<file path="config.mk">
export PLATFORM = sky130hd
export DESIGN_NAME = controller_fsm
export DESIGN_NICKNAME = d
export VERILOG_FILES = /design/src/rtl/controller_fsm.sv
export SDC_FILE = /design/constraint.sdc
export NUM_CORES = 1
export LEC_CHECK = 0
export BUFFER_PORTS_ARGS = -buffer_cell sky130_fd_sc_hd__buf_2
export CORE_MARGIN = 5
export CORE_UTILIZATION = 55
export CTS_CLUSTER_DIAMETER = 50
export DETAILED_ROUTE_END_ITERATION = 8
export PLACE_DENSITY = 0.83
export SLEW_MARGIN = 20
export SYNTH_ARGS = -nofsm -noshare
export SYNTH_HDL_FRONTEND = slang
export SYNTH_SLANG_ARGS = --single-unit
</file>
<file path="constraint.sdc">
create_clock -name clock -period 4.15 [get_ports clock]
set_input_delay 0.415 -clock clock [delete_from_list [all_inputs] [get_ports clock]]
set_output_delay 0.415 -clock clock [all_outputs]
set_load 0.05 [all_outputs]
</file>
<file path="src/rtl/controller_fsm.sv">
// Top-level sequencer for the key-search datapath: runs task1, task2 and task3
// in order per candidate key, and stops when a key is found or the space runs out.
module controller_fsm #(
    parameter int KEY_WIDTH = 22,
    parameter logic [KEY_WIDTH-1:0] KEY_MAX = {KEY_WIDTH{1'b1}}
) (
    input  logic                 clock,
    input  logic                 reset,
    input  logic                 stopTask1,
    input  logic                 stopTask2,
    input  logic                 stopTask3,
    input  logic                 keyFound,
    output logic                 startTask1,
    output logic                 startTask2,
    output logic                 startTask3,
    output logic [KEY_WIDTH-1:0] secretKey,
    output logic                 busy,
    output logic                 done,
    output logic                 found,
    output logic [3:0]           debugState
);

    // Handshake: startTaskN is a one-cycle pulse issued from STARTn. The matching
    // stopTaskN is sampled only in WAITn. It may be a pulse or a level, because
    // the next START state always intervenes before that stop is looked at again.
    typedef enum logic [3:0] {
        IDLE      = 4'd0,
        START1    = 4'd1,
        WAIT1     = 4'd2,
        START2    = 4'd3,
        WAIT2     = 4'd4,
        START3    = 4'd5,
        WAIT3     = 4'd6,
        NEXT_KEY  = 4'd7,
        DONE_OK   = 4'd8,
        DONE_FAIL = 4'd9
    } stateType;

    localparam logic [KEY_WIDTH-1:0] KEY_ONE = {{(KEY_WIDTH-1){1'b0}}, 1'b1};

    stateType state;

    assign debugState = state;

    // Outputs are loaded together with the state they belong to, so they stay Moore.
    always_ff @(posedge clock or posedge reset) begin
        if (reset) begin
            state      <= IDLE;
            secretKey  <= '0;
            startTask1 <= 1'b0;
            startTask2 <= 1'b0;
            startTask3 <= 1'b0;
            busy       <= 1'b0;
            done       <= 1'b0;
            found      <= 1'b0;
        end else begin
            startTask1 <= 1'b0;
            startTask2 <= 1'b0;
            startTask3 <= 1'b0;
            case (state)
                IDLE: begin
                    state      <= START1;
                    startTask1 <= 1'b1;
                    busy       <= 1'b1;
                end
                START1: state <= WAIT1;
                WAIT1: begin
                    if (stopTask1) begin
                        state      <= START2;
                        startTask2 <= 1'b1;
                    end
                end
                START2: state <= WAIT2;
                WAIT2: begin
                    if (stopTask2) begin
                        state      <= START3;
                        startTask3 <= 1'b1;
                    end
                end
                START3: state <= WAIT3;
                WAIT3: begin
                    if (stopTask3) begin
                        if (keyFound) begin
                            state <= DONE_OK;
                            busy  <= 1'b0;
                            done  <= 1'b1;
                            found <= 1'b1;
                        end else if (secretKey == KEY_MAX) begin
                            state <= DONE_FAIL;
                            busy  <= 1'b0;
                            done  <= 1'b1;
                        end else begin
                            state <= NEXT_KEY;
                        end
                    end
                end
                NEXT_KEY: begin
                    secretKey  <= secretKey + KEY_ONE;
                    state      <= START1;
                    startTask1 <= 1'b1;
                end
                DONE_OK, DONE_FAIL: begin
                    state <= state;
                end
                default: begin
                    state <= IDLE;
                    busy  <= 1'b0;
                    done  <= 1'b0;
                    found <= 1'b0;
                end
            endcase
        end
    end

endmodule

</file>
==> results by group, run 1 <==
Global routing
  – Top Usage Layer GRT: met2
  – Antenna violations before repair: 0
  – Overall Global Routing Usage: 0.185
  – Met2 Track Usage GR: 0.311
  – Vias in the first global route: 1,316
  – Grt ovf: 0
  – Met3 Use GR: 0.0497
  – Global routing met1 resource utilization: 0.219
  – Pin count of the biggest net entering global routing: 33
  – First-pass GRT wire length: roughly 5900 microns

Worst setup path
  – Max incr delay on CP: 0.63 ns
  – Crit-path cells: nand4b_4 -> nor4_4 -> nand3_1 -> xnor2_1
  – Crit path kind: flop to flop
  – Worst setup path start: debugState[2]$_DFFE_PP0P_
  – CP max stage cell: dfrtp_1
  – CP endpoint kind: flop
  – Crit path launch type: flop
  – Arr. time, crit path: 2.02 ns
  – CP required: 4.36 ns
  – Crit path max fanout: 14
  – Reg-to-reg critical path startpoint: debugState[2]$_DFFE_PP0P_

Min path
  – Worst min path class: primary input to async pin

STA
  – Final period util: 0.435
  – Final hold violations: 0
  – RSZ-0062 raised after global routing: no
  – Skew final: 0.00860 ns
  – Final setup violation count: 0
  – Worst Max-Slew Pin Slew: 0.452 ns
  – Slew headroom: 0.699
  – Slew Limit Fails: 0
  – Min Tclk post-route: 1.80 ns
  – Final setup TNS: 0 ns
  – Maximum achievable frequency: 554 MHz
  – Final setup margin: 2.35 ns

Clocking
  – Clock Latency Late Sink: approximately 0.32 ns
  – Root buffer cell: clkbuf_4
  – PostCTS Resize Cnt: 0
  – Htree depth: 2
  – Postcts setup bufs: 0
  – Clk buf depth: 2
  – CTS Sinks: 32
  – CTS tree: built
  – TritonCTS Buffers: 5
  – Worst-path clk slew: 0.09 ns
  – Hold buffers post-CTS: 0

Cells and area
  – Antenna cells: 0
  – Most frequent cells in the layout: 37 x buf_2, 32 x dfrtp_1, 18 x nand2_1
  – Layout overhead on the synthesized area: 17.5%
  – Finished Core Util: 0.673
  – Final net count: 192
  – Layout cells sized above 1: 0.280
  – Commonest non-fill, non-tap cell in the layout: buf_2
  – Cell area after layout: 1840 sq um

Synthesis
  – #FFs+latches synth: 32
  – Syn Nets: 151
  – Seq/Total Area, Yosys: 0.512
  – Syn_area_per_cell: 10.9 sq um
  – Yosys Warn Count: 0
  – Syn Inst Count: between 100 and 150
  – Synth unique cells: 37
  – Synth Cell Area: between 1500 and 2000 sq um

Drt
  – DR vias/cell: 5.76
  – Post-route ant nets: 0
  – Total iterations of the first detailed-routing run: 5
  – Initial DRC Count: 63
  – Vias: 1,251
  – WL/cell: 15.1 microns
  – Drc violations: 0
  – Post-Route WL: 3270 microns

Floorplan
  – IO Count: 38
  – Die height: ~63 microns
  – Core outline area: 2730 sq um
  – Die ar.: about 4000 sq um
  – DIE WIDTH: 63.3 microns
  – Starting Density: 0.573
  – Rows: 19

Placement
  – DP HPWL: 2520 microns
  – Pre-CTS setup slack: about 2.3 ns
  – Buffers on Ports: 37
  – DP Area: around 1800 sq um
  – Routability Congestion: 0.755

Power
  – Sw Pwr: about 0.52 mW
  – Worst vdd ir: 0.536 mV
  – Seq pwr share: 0.422
  – Leakage power: 0.961 nW
  – Pwr dens: between 600 and 700 nW/um^2
  – Combinational power share: 0.417
  – Int Power: 0.589 mW
  – Net Sw Frac: 0.469
  – Clock power frac: 0.161

Job
  – # Max-Cap Violations: 0

Run status
  – Outcome: complete, no violations
-- power by group through the flow --
stage	clock network (mW)	logic [mW]	registers, mW
final	0.179	0.463	0.468
after global routing	0.199	0.498	0.484
after global placement	0	0.456	0.464
after floorplan	0	0.210	0.622
after CTS	0.186	0.466	0.466
after detailed placement	0	0.465	0.472
-- cell families after synthesis --
| kind of cell | synth area share |
|---|---|
| AOI/OAI and AO/OA | 0.0775 |
| xor gates and xnor gates | 0.118 |
| adders and majority gates | 0.00799 |
| buffers and inverters | 0.0176 |
| DFF | 0.512 |
| muxes | 0.0128 |
| and+or+nand+nor | 0.255 |
-- flip-flops by register name, summed over array words and instances, names as in the netlist --
signal	count
busy	1
startTask3	1
startTask1	1
debugState	4
found	1
startTask2	1
done	1
secretKey	22
-- cells in the mapped netlist (all sizes together) --
library cell	n	area [sq um]
nand4bb	1	11.3
nand2	18	67.6
ha	1	12.5
o21a	2	15.0
nor4	3	48.8
nor2	11	41.3
nand4	7	65.1
xor2	5	43.8
or3b	1	8.76
a311oi	1	8.76
a211o	1	8.76
a21oi	3	15.0
nor2b	1	6.26
and3	3	18.8
o21ai	4	20.0
nand3	8	40.0
a21o	1	7.51
nand3b	1	7.51
nand4b	1	23.8
mux2i	2	20.0
inv	3	11.3
buf	1	5.00
xnor2	16	140
or3	1	11.3
nor4b	1	8.76
o221ai	2	17.5
nor3	2	10.0
o211ai	3	22.5
a31oi	1	6.26
clkbuf	3	11.3
dfrtp	32	801
or2	2	12.5
and4	2	17.5
-- routing by layer --
layer	vias to the layer above	wire [microns]	part of all wire
met3	8	202	0.062
li1	599	-	-
met2	43	1670	0.51
met5	-	0	0
met1	601	1330	0.40
met4	0	70	0.021
-- cell type report --
class	instances	area (sq um)
fillers	220	895
flip-flops and latches	32	801
multi-input cells	105	737
repair buffers	38	193
clock buffers	8	58.8
well taps	31	38.8
inverters	3	11.3
-- per-stage QoR --
| stage | cells | hold slack [ns] | power [mW] |
|---|---|---|---|
| 6_report | 217 | 0.153 | 1.11 |
| 5_1_grt | 217 | 0.182 | 1.18 |
| 4_1_cts | 217 | 0.156 | 1.12 |
| 3_5_place_dp | 209 | 0.479 | 0.936 |
| 3_3_place_gp | 209 | 0.469 | 0.919 |
| 2_1_floorplan | 144 | 0.531 | 0.831 |
-- critical path, delay by kind of cell, from the launching register on --
family	cells	cell delay, ns
flip-flops	1	0.63
XOR/XNOR	1	0.15
AND/OR/NAND/NOR	3	0.91
-- final timing paths --
| path | endpoint | slack, ns | cells after the start |
|---|---|---|---|
| min in group clock | startTask2$_DFF_PP0_ | 0.35 | 2 |
| worst min register to register | done$_DFFE_PP0P_ | 0.49 | 2 |
| worst min-delay path | secretKey[20]$_DFFE_PP0P_ | 0.15 | 3 |
| worst max-delay path | secretKey[19]$_DFFE_PP0P_ | 2.35 | 4 |
| max in group asynchronous | secretKey[5]$_DFFE_PP0P_ | 3.70 | 3 |
| worst max register to register | secretKey[19]$_DFFE_PP0P_ | 2.35 | 4 |
No activity file was read; power rests on OpenSTA's default activity.
==> run 2, diff against run 1 <==
Settings changed: CORE_UTILIZATION 55 to 47, PLACE_DENSITY 0.83 to 0.75.
Clock period 4.15 ns to 1.5 ns, I/O delays scaled along.
==> run 2 against run 1 <==
  * The run now ends with negative setup slack left
  * Register-to-register slack got worse by 2.3 ns
  * Sequential share of layout area fell by 5.2 points
  * Via count rose by 6.2%
  * Count of clock-buffer cells in the layout fell by 1
  * First-iteration DRC count rose by 4.8%
  * Sequential power rose to 2.6 times the previous value
  * Critical path type unchanged
  * Critical endpoint is now debugState[1]$_DFFE_PP0P_
  * Highest routed layer unchanged
==> results by group, run 2 (synthesized netlist as in run 1, its figures left out) <==
Cells and area
  – Fillers: 248 (+13%)
  – Finished Core Util: 0.661 (-0.0118)
  – Biggest register: secretKey
  – Antenna cells: 0 (unchanged)
  – Layout cells sized above 1: 0.524 (+0.244)
  – Cell area after layout: 2170 sq um (+18%)
  – Final net count: 218 (+14%)
  – Commonest non-fill, non-tap cell in the layout: buf_2
  – Final cell count without fillers: 258 (+19%)
  – Layout overhead on the synthesized area: 38.7%
  – Most frequent cells in the layout: 37 x buf_2, 26 x buf_4, 25 x dfrtp_2
  – Area of the multi-input gates: 785 sq um (+6.5%)
  – Sequential cell area: 832 sq um (+3.9%)
  – Number of flip-flops in the largest register: 22 (unchanged)

STA
  – Slew Limit Fails: 0 (unchanged)
  – Final setup margin: -0.0000653 ns (-2.35 ns)
  – Final setup TNS: -0.0000653 ns (-0.0000653 ns)
  – Final setup violation count: 1 (+1)
  – Final hold violations: 0 (unchanged)
  – Skew final: 0.0131 ns (+0.00452 ns)
  – Final period util: 1.00 (+0.565)
  – Min Tclk post-route: 1.50 ns (-0.304 ns)
  – Slew headroom: 0.740 (+0.0414)
  – RSZ-0062 raised after global routing: yes
  – Maximum achievable frequency: 667 MHz (+20%)
  – Worst Max-Slew Pin Slew: 0.389 ns (-0.0622 ns)

Placement
  – Cells after DPL: 244 (+17%)
  – DP Area: 2010 sq um (+13%)
  – Buffers on Ports: 37 (unchanged)
  – DP HPWL: 2660 microns (+5.4%)
  – Routability Congestion: 0.866 (+15%)

Clocking
  – Htree depth: 2 (unchanged)
  – Clk buf depth: 2 (unchanged)
  – CTS tree: built
  – TritonCTS Buffers: 5 (unchanged)
  – Clock Latency Late Sink: 0.33 ns (about the same)
  – Root buffer cell: clkbuf_4
  – Worst-path clk slew: 0.09 ns (about the same)
  – CTS Sinks: 32 (unchanged)

Floorplan
  – Die height: 67.7 microns (+6.9%)
  – Starting Density: 0.477 (-0.0960)
  – Core outline area: 3280 sq um (+20%)
  – DIE WIDTH: 67.7 microns (+6.9%)
  – Die ar.: 4580 sq um (+14%)
  – IO Count: 38 (unchanged)
  – Rows: 21 (+2)

Power
  – Combinational power share: 0.454 (+0.037)
  – Pwr dens: 1640 nW/um^2 (+170%)
  – Clock power frac: 0.203 (+0.042)
  – Seq pwr share: 0.342 (-0.080)
  – Int Power: 2.03 mW (+250%)
  – Leakage power: 1.08 nW (+13%)
  – Worst vdd ir: 0.839 mV (+56%)
  – Total power: 3.57 mW (+220%)
  – Net Sw Frac: 0.430 (-0.0396)
  – Sw Pwr: 1.53 mW (+190%)

Worst setup path
  – Crit path max fanout: 12 (-2)
  – R2R setup slack: -0.00007 ns (-2.35 ns)
  – CP max stage cell: dfrtp_2
  – WP buf/inv: 1 (+1)
  – Critical path's top delay family: flip-flops
  – CP required: 1.69 ns (-2.67 ns)
  – Arr. time, crit path: 1.69 ns (-0.33 ns)
  – Crit path launch type: flop
  – Crit-path cells: buf_4 -> nor4b_1 -> a311oi_2 -> o211ai_1 -> o221ai_1
  – Reg-to-reg critical path startpoint: debugState[1]$_DFFE_PP0P_
  – Crit path kind: flop to flop
  – Reg2reg end: debugState[1]$_DFFE_PP0P_
  – CP endpoint kind: flop
  – Cell count of the worst reg-to-reg path: 5 (+1)
  – Critical path depth: 5 (+1)
  – Max incr delay on CP: 0.43 ns (-0.20 ns)

Drt
  – Initial DRC Count: 66 (+4.8%)
  – Drc violations: 0 (unchanged)
  – WL/cell: 13.3 microns (-12%)
  – Total iterations of the first detailed-routing run: 4 (-1)
  – Vias: 1,328 (+6.2%)
  – Post-Route WL: 3430 microns (+4.7%)
  – Post-route ant nets: 0 (unchanged)
  – DR vias/cell: 5.15 (-11%)

Run status
  – Outcome: finished with violations
  – Failing checks: negative setup slack

Job
  – # Max-Cap Violations: 0 (unchanged)

Global routing
  – Antenna violations before repair: 0 (unchanged)
  – Vias in the first global route: 1,298 (-1.4%)
  – Pin count of the biggest net entering global routing: 33 (unchanged)
  – Grt ovf: 0 (unchanged)
  – Overall Global Routing Usage: 0.167 (-0.0179)
  – First-pass GRT wire length: 5730 microns (-3.6%)

Min path
  – Min-Delay Path Depth: 2
  – Worst min path class: primary input to flop
  – Worst hold start: stopTask2
  – WHS Endpoint: startTask3$_DFF_PP0_
## run 2: final cells by class
type	count	area share
Multi-Input combinational cell	105	0.361
Clock inverter	1	0.0138
Sequential cell	32	0.383
Tap cell	46	0.0265
Timing Repair Buffer	64	0.180
Inverter	3	0.00519
Clock buffer	7	0.0300
## run 2: worst max path at each step
| stage | from | end | slack, ns |
|---|---|---|---|
| floorplan | secretKey[3]$_DFFE_PP0P_ | debugState[1]$_DFFE_PP0P_ | -0.15 |
| detailed placement | debugState[3]$_DFFE_PP0P_ | secretKey[20]$_DFFE_PP0P_ | -0.01 |
| global route | debugState[2]$_DFFE_PP0P_ | secretKey[20]$_DFFE_PP0P_ | -0.1 |
| finish | debugState[1]$_DFFE_PP0P_ | debugState[1]$_DFFE_PP0P_ | -0.00007 |
| global placement | secretKey[5]$_DFFE_PP0P_ | debugState[1]$_DFFE_PP0P_ | 0.03 |
| CTS | secretKey[3]$_DFFE_PP0P_ | busy$_DFFE_PP0P_ | 0.007 |
## run 2: routing by layer
metal | wire length [microns] | global-route usage | vias to the layer above
li1 | - | - | 653
met1 | 1430 | 0.199 | 632
met2 | 1770 | 0.283 | 37
met3 | 185 | 0.0499 | 6
met4 | 41 | 0.0608 | 0
met5 | 0 | 0 | -
## run 2: worst reg2reg max path: cells and delay by family (launching register included)
kind                   cells  cell delay [ns]
AO/OA/AOI/OAI              3             0.38
buffers and inverters      1             0.18
flip-flops                 1             0.43
AND/OR/NAND/NOR            1             0.37
## run 2: timing repair
action,4_1_cts,5_1_grt
hold endpoints to repair,32,0
hold buffers,1,0
resized for setup,1,3
pin swaps,4,10
setup buffers,3,2
endpoints found under the setup margin,4,13
## run 2: stage by stage
stage	hold slack, ns	setup slack [ns]
after CTS	0.0682	0.00669
after detailed placement	0.250	-0.0142
after floorplan	0.264	-0.147
after global placement	0.247	0.0301
after global routing	0.0875	-0.0968
final	0.0832	-0.0000653
## run 2: power by group through the flow
stage          registers, mW  logic [mW]  clock network, mW
4_1_cts                 1.22        1.60              0.746
2_1_floorplan           1.75       0.599                  0
3_3_place_gp            1.23        1.52                  0
6_report                1.22        1.62              0.725
3_5_place_dp            1.25        1.56                  0
5_1_grt                 1.25        1.72              0.783
==> run 3, diff against run 2 <==
Settings changed: CORE_ASPECT_RATIO from default to 1.4.
==> run 3 against run 2 <==
  * The run now ends clean
  * First-iteration DRC count shrank 77%
  * Clock skew shrank 0.0081 ns
  * Non-clock buffer count shrank 2
  * Via count grew 1.1%
  * Clock power shrank 8.3%
  * Cell count shrank 3.5%
  * Core utilization grew 2.5 points
  * Critical endpoint is now debugState[2]$_DFFE_PP0P_
==> results by group, run 3 (synthesized netlist as in run 1, its figures left out) <==
Run status
  – Outcome: complete, no violations

Drt
  – DR vias/cell: 5.39 (+4.8%)
  – Vias: 1,343 (+1.1%)
  – Total iterations of the first detailed-routing run: 4 (unchanged)
  – WL/cell: 14.8 microns (+12%)
  – Post-route ant nets: 0 (unchanged)
  – Initial DRC Count: 15 (-77%)
  – Drc violations: 0 (unchanged)
  – Post-Route WL: 3690 microns (+7.6%)

Worst setup path
  – Worst setup path start: secretKey[1]$_DFFE_PP0P_
  – CP endpoint kind: flop
  – Reg-to-reg critical path startpoint: secretKey[1]$_DFFE_PP0P_
  – R2R setup slack: 0.003 ns (about the same)
  – Reg2reg end: debugState[2]$_DFFE_PP0P_
  – Cell count of the worst reg-to-reg path: 5 (unchanged)
  – Arr. time, crit path: 1.63 ns (-0.06 ns)
  – Crit path launch type: flop
  – Crit path max fanout: 4 (-8)
  – Worst setup path endpoint: debugState[2]$_DFFE_PP0P_
  – CP required: 1.63 ns (-0.06 ns)
  – Crit path kind: flop to flop

Placement
  – Pre-CTS setup slack: -0.0320 ns (-0.0178 ns)
  – Routability Congestion: 0.840 (-3.0%)
  – Cells after DPL: 232 (-4.9%)
  – DP HPWL: 2710 microns (+2.0%)
  – DP Area: 1970 sq um (-2.3%)
  – Buffers on Ports: 37 (unchanged)

STA
  – Final hold violations: 0 (unchanged)
  – Slew Limit Fails: 0 (unchanged)
  – Min Tclk post-route: 1.50 ns (-0.00332 ns)
  – Skew final: 0.00499 ns (-0.00813 ns)
  – Final period util: 0.998 (-0.00221)
  – Slew headroom: 0.729 (-0.0119)
  – Worst Max-Slew Pin Slew: 0.407 ns (+0.0178 ns)
  – Maximum achievable frequency: 668 MHz (+0.22%)
  – Final setup violation count: 0 (-1)
  – Final setup margin: 0.00326 ns (+0.00332 ns)
  – RSZ-0062 raised after global routing: yes

Clocking
  – Root buffer cell: clkbuf_8
  – TritonCTS Buffers: 5 (unchanged)
  – Worst-path clk slew: 0.06 ns (-0.03 ns)
  – CTS Sinks: 32 (unchanged)
  – Clock Latency Late Sink: 0.28 ns (-0.05 ns)
  – Htree depth: 2 (unchanged)
  – CTS tree: built
  – Clk buf depth: 2 (unchanged)

Cells and area
  – Biggest register: secretKey
  – Number of flip-flops in the largest register: 22 (unchanged)
  – Cell area after layout: 2160 sq um (-0.40%)
  – Antenna cells: 0 (unchanged)
  – Layout cells sized above 1: 0.514 (-0.00930)
  – Most frequent cells in the layout: 37 x buf_2, 25 x dfrtp_2, 24 x buf_4
  – Final cell count without fillers: 249 (-3.5%)
  – Fillers: 258 (+4.0%)
  – Layout overhead on the synthesized area: 38.1%
  – Final net count: 216 (-0.92%)
  – Commonest non-fill, non-tap cell in the layout: buf_2

Global routing
  – Antenna violations before repair: 0 (unchanged)
  – Pin count of the biggest net entering global routing: 33 (unchanged)
  – Overall Global Routing Usage: 0.172 (+0.00466)
  – First-pass GRT wire length: 6110 microns (+6.7%)
  – Vias in the first global route: 1,391 (+7.2%)
  – Grt ovf: 0 (unchanged)

Floorplan
  – Rows: 24 (+14%)
  – Starting Density: 0.496 (+0.0199)
  – DIE WIDTH: 58.8 microns (-13%)
  – IO Count: 38 (unchanged)
  – Die height: 78.3 microns (+16%)
  – Die ar.: 4600 sq um (+0.35%)
  – Core outline area: 3150 sq um (-4.0%)

Power
  – Worst vdd ir: 1.04 mV (+24%)
  – Pwr dens: 1620 nW/um^2 (-1.6%)
  – Leakage power: 1.10 nW (+1.3%)
  – Total power: 3.50 mW (-2.0%)

Job
  – # Max-Cap Violations: 0 (unchanged)

Min path
  – Worst min path class: primary input to flop
## run 3: cell types whose count changed in the layout (fill, tap and decap cells not counted)
| cell | before | now |
|---|---|---|
| clkbuf_8 | 2 | 6 |
| nand3_1 | 8 | 7 |
| nand2_1 | 17 | 18 |
| clkbuf_4 | 5 | 0 |
| buf_4 | 26 | 24 |
| bufinv_16 | 1 | 0 |
| nand3_2 | 0 | 1 |
| clkbuf_1 | 0 | 2 |
| nand2_2 | 1 | 0 |
| nor3_4 | 0 | 2 |
| nor3_1 | 1 | 0 |
| nor3_2 | 1 | 0 |
## run 3: where the power goes
group / internal [mW] / leakage, nW / total (mW) / switching, mW
Sequential: 1.04 / 0.389 / 1.25 / 0.207
Clock: 0.373 / 0.0455 / 0.665 / 0.292
Combinational: 0.524 / 0.664 / 1.58 / 1.06
Total: 1.94 / 1.10 / 3.50 / 1.56
## run 3: final cells by class
cell class / instances / area, sq um / share of cell area
well taps: 39 / 48.8 / 0.0226
flip-flops and latches: 32 / 832 / 0.385
repair buffers: 62 / 375 / 0.174
inverters: 3 / 11.3 / 0.00521
multi-input cells: 105 / 805 / 0.372
clock buffers: 8 / 90.1 / 0.0417
## run 3: routing by layer
layer	GRT usage	part of all wire	up-vias	wire, microns
met5	0	0	-	0
met3	0.0476	0.056	6	206
met1	0.188	0.38	655	1390
met4	0.0794	0.016	0	59
li1	-	-	638	-
met2	0.300	0.55	44	2030
## run 3: per-stage QoR
stage	TNS (ns)	hold WS, ns	util
2_1_floorplan	-0.915	0.264	-
3_3_place_gp	0	0.245	0.623
3_5_place_dp	-0.0416	0.256	0.623
4_1_cts	-0.0200	0.112	0.673
5_1_grt	-0.310	0.123	0.686
6_report	0	0.116	0.686
## run 3: critical path: stages (launching register included)
cell	delay (ns)
dfrtp_2	0.41
ha_4	0.16
nand3_2	0.07
or3_4	0.34
o211ai_1	0.21
o221ai_1	0.17
## run 3: repair_timing
item / in CTS / in global routing
endpoints found under the setup margin: 10 / 18
setup buffers: 6 / 2
hold endpoints to repair: 32 / 0
pin swaps: 3 / 11
resized for setup: 2 / 5
hold buffers: 1 / 0
## run 3: worst min-delay path by stage
stage | from | end | slack, ns | cells past startpoint
after global routing | stopTask1 | startTask2$_DFF_PP0_ | 0.12 | 2
after floorplan | reset | busy$_DFFE_PP0P_ | 0.26 | 1
after global placement | reset | found$_DFFE_PP0P_ | 0.24 | 3
after detailed placement | reset | found$_DFFE_PP0P_ | 0.26 | 3
final | stopTask1 | startTask2$_DFF_PP0_ | 0.12 | 2
after CTS | stopTask1 | startTask2$_DFF_PP0_ | 0.11 | 2
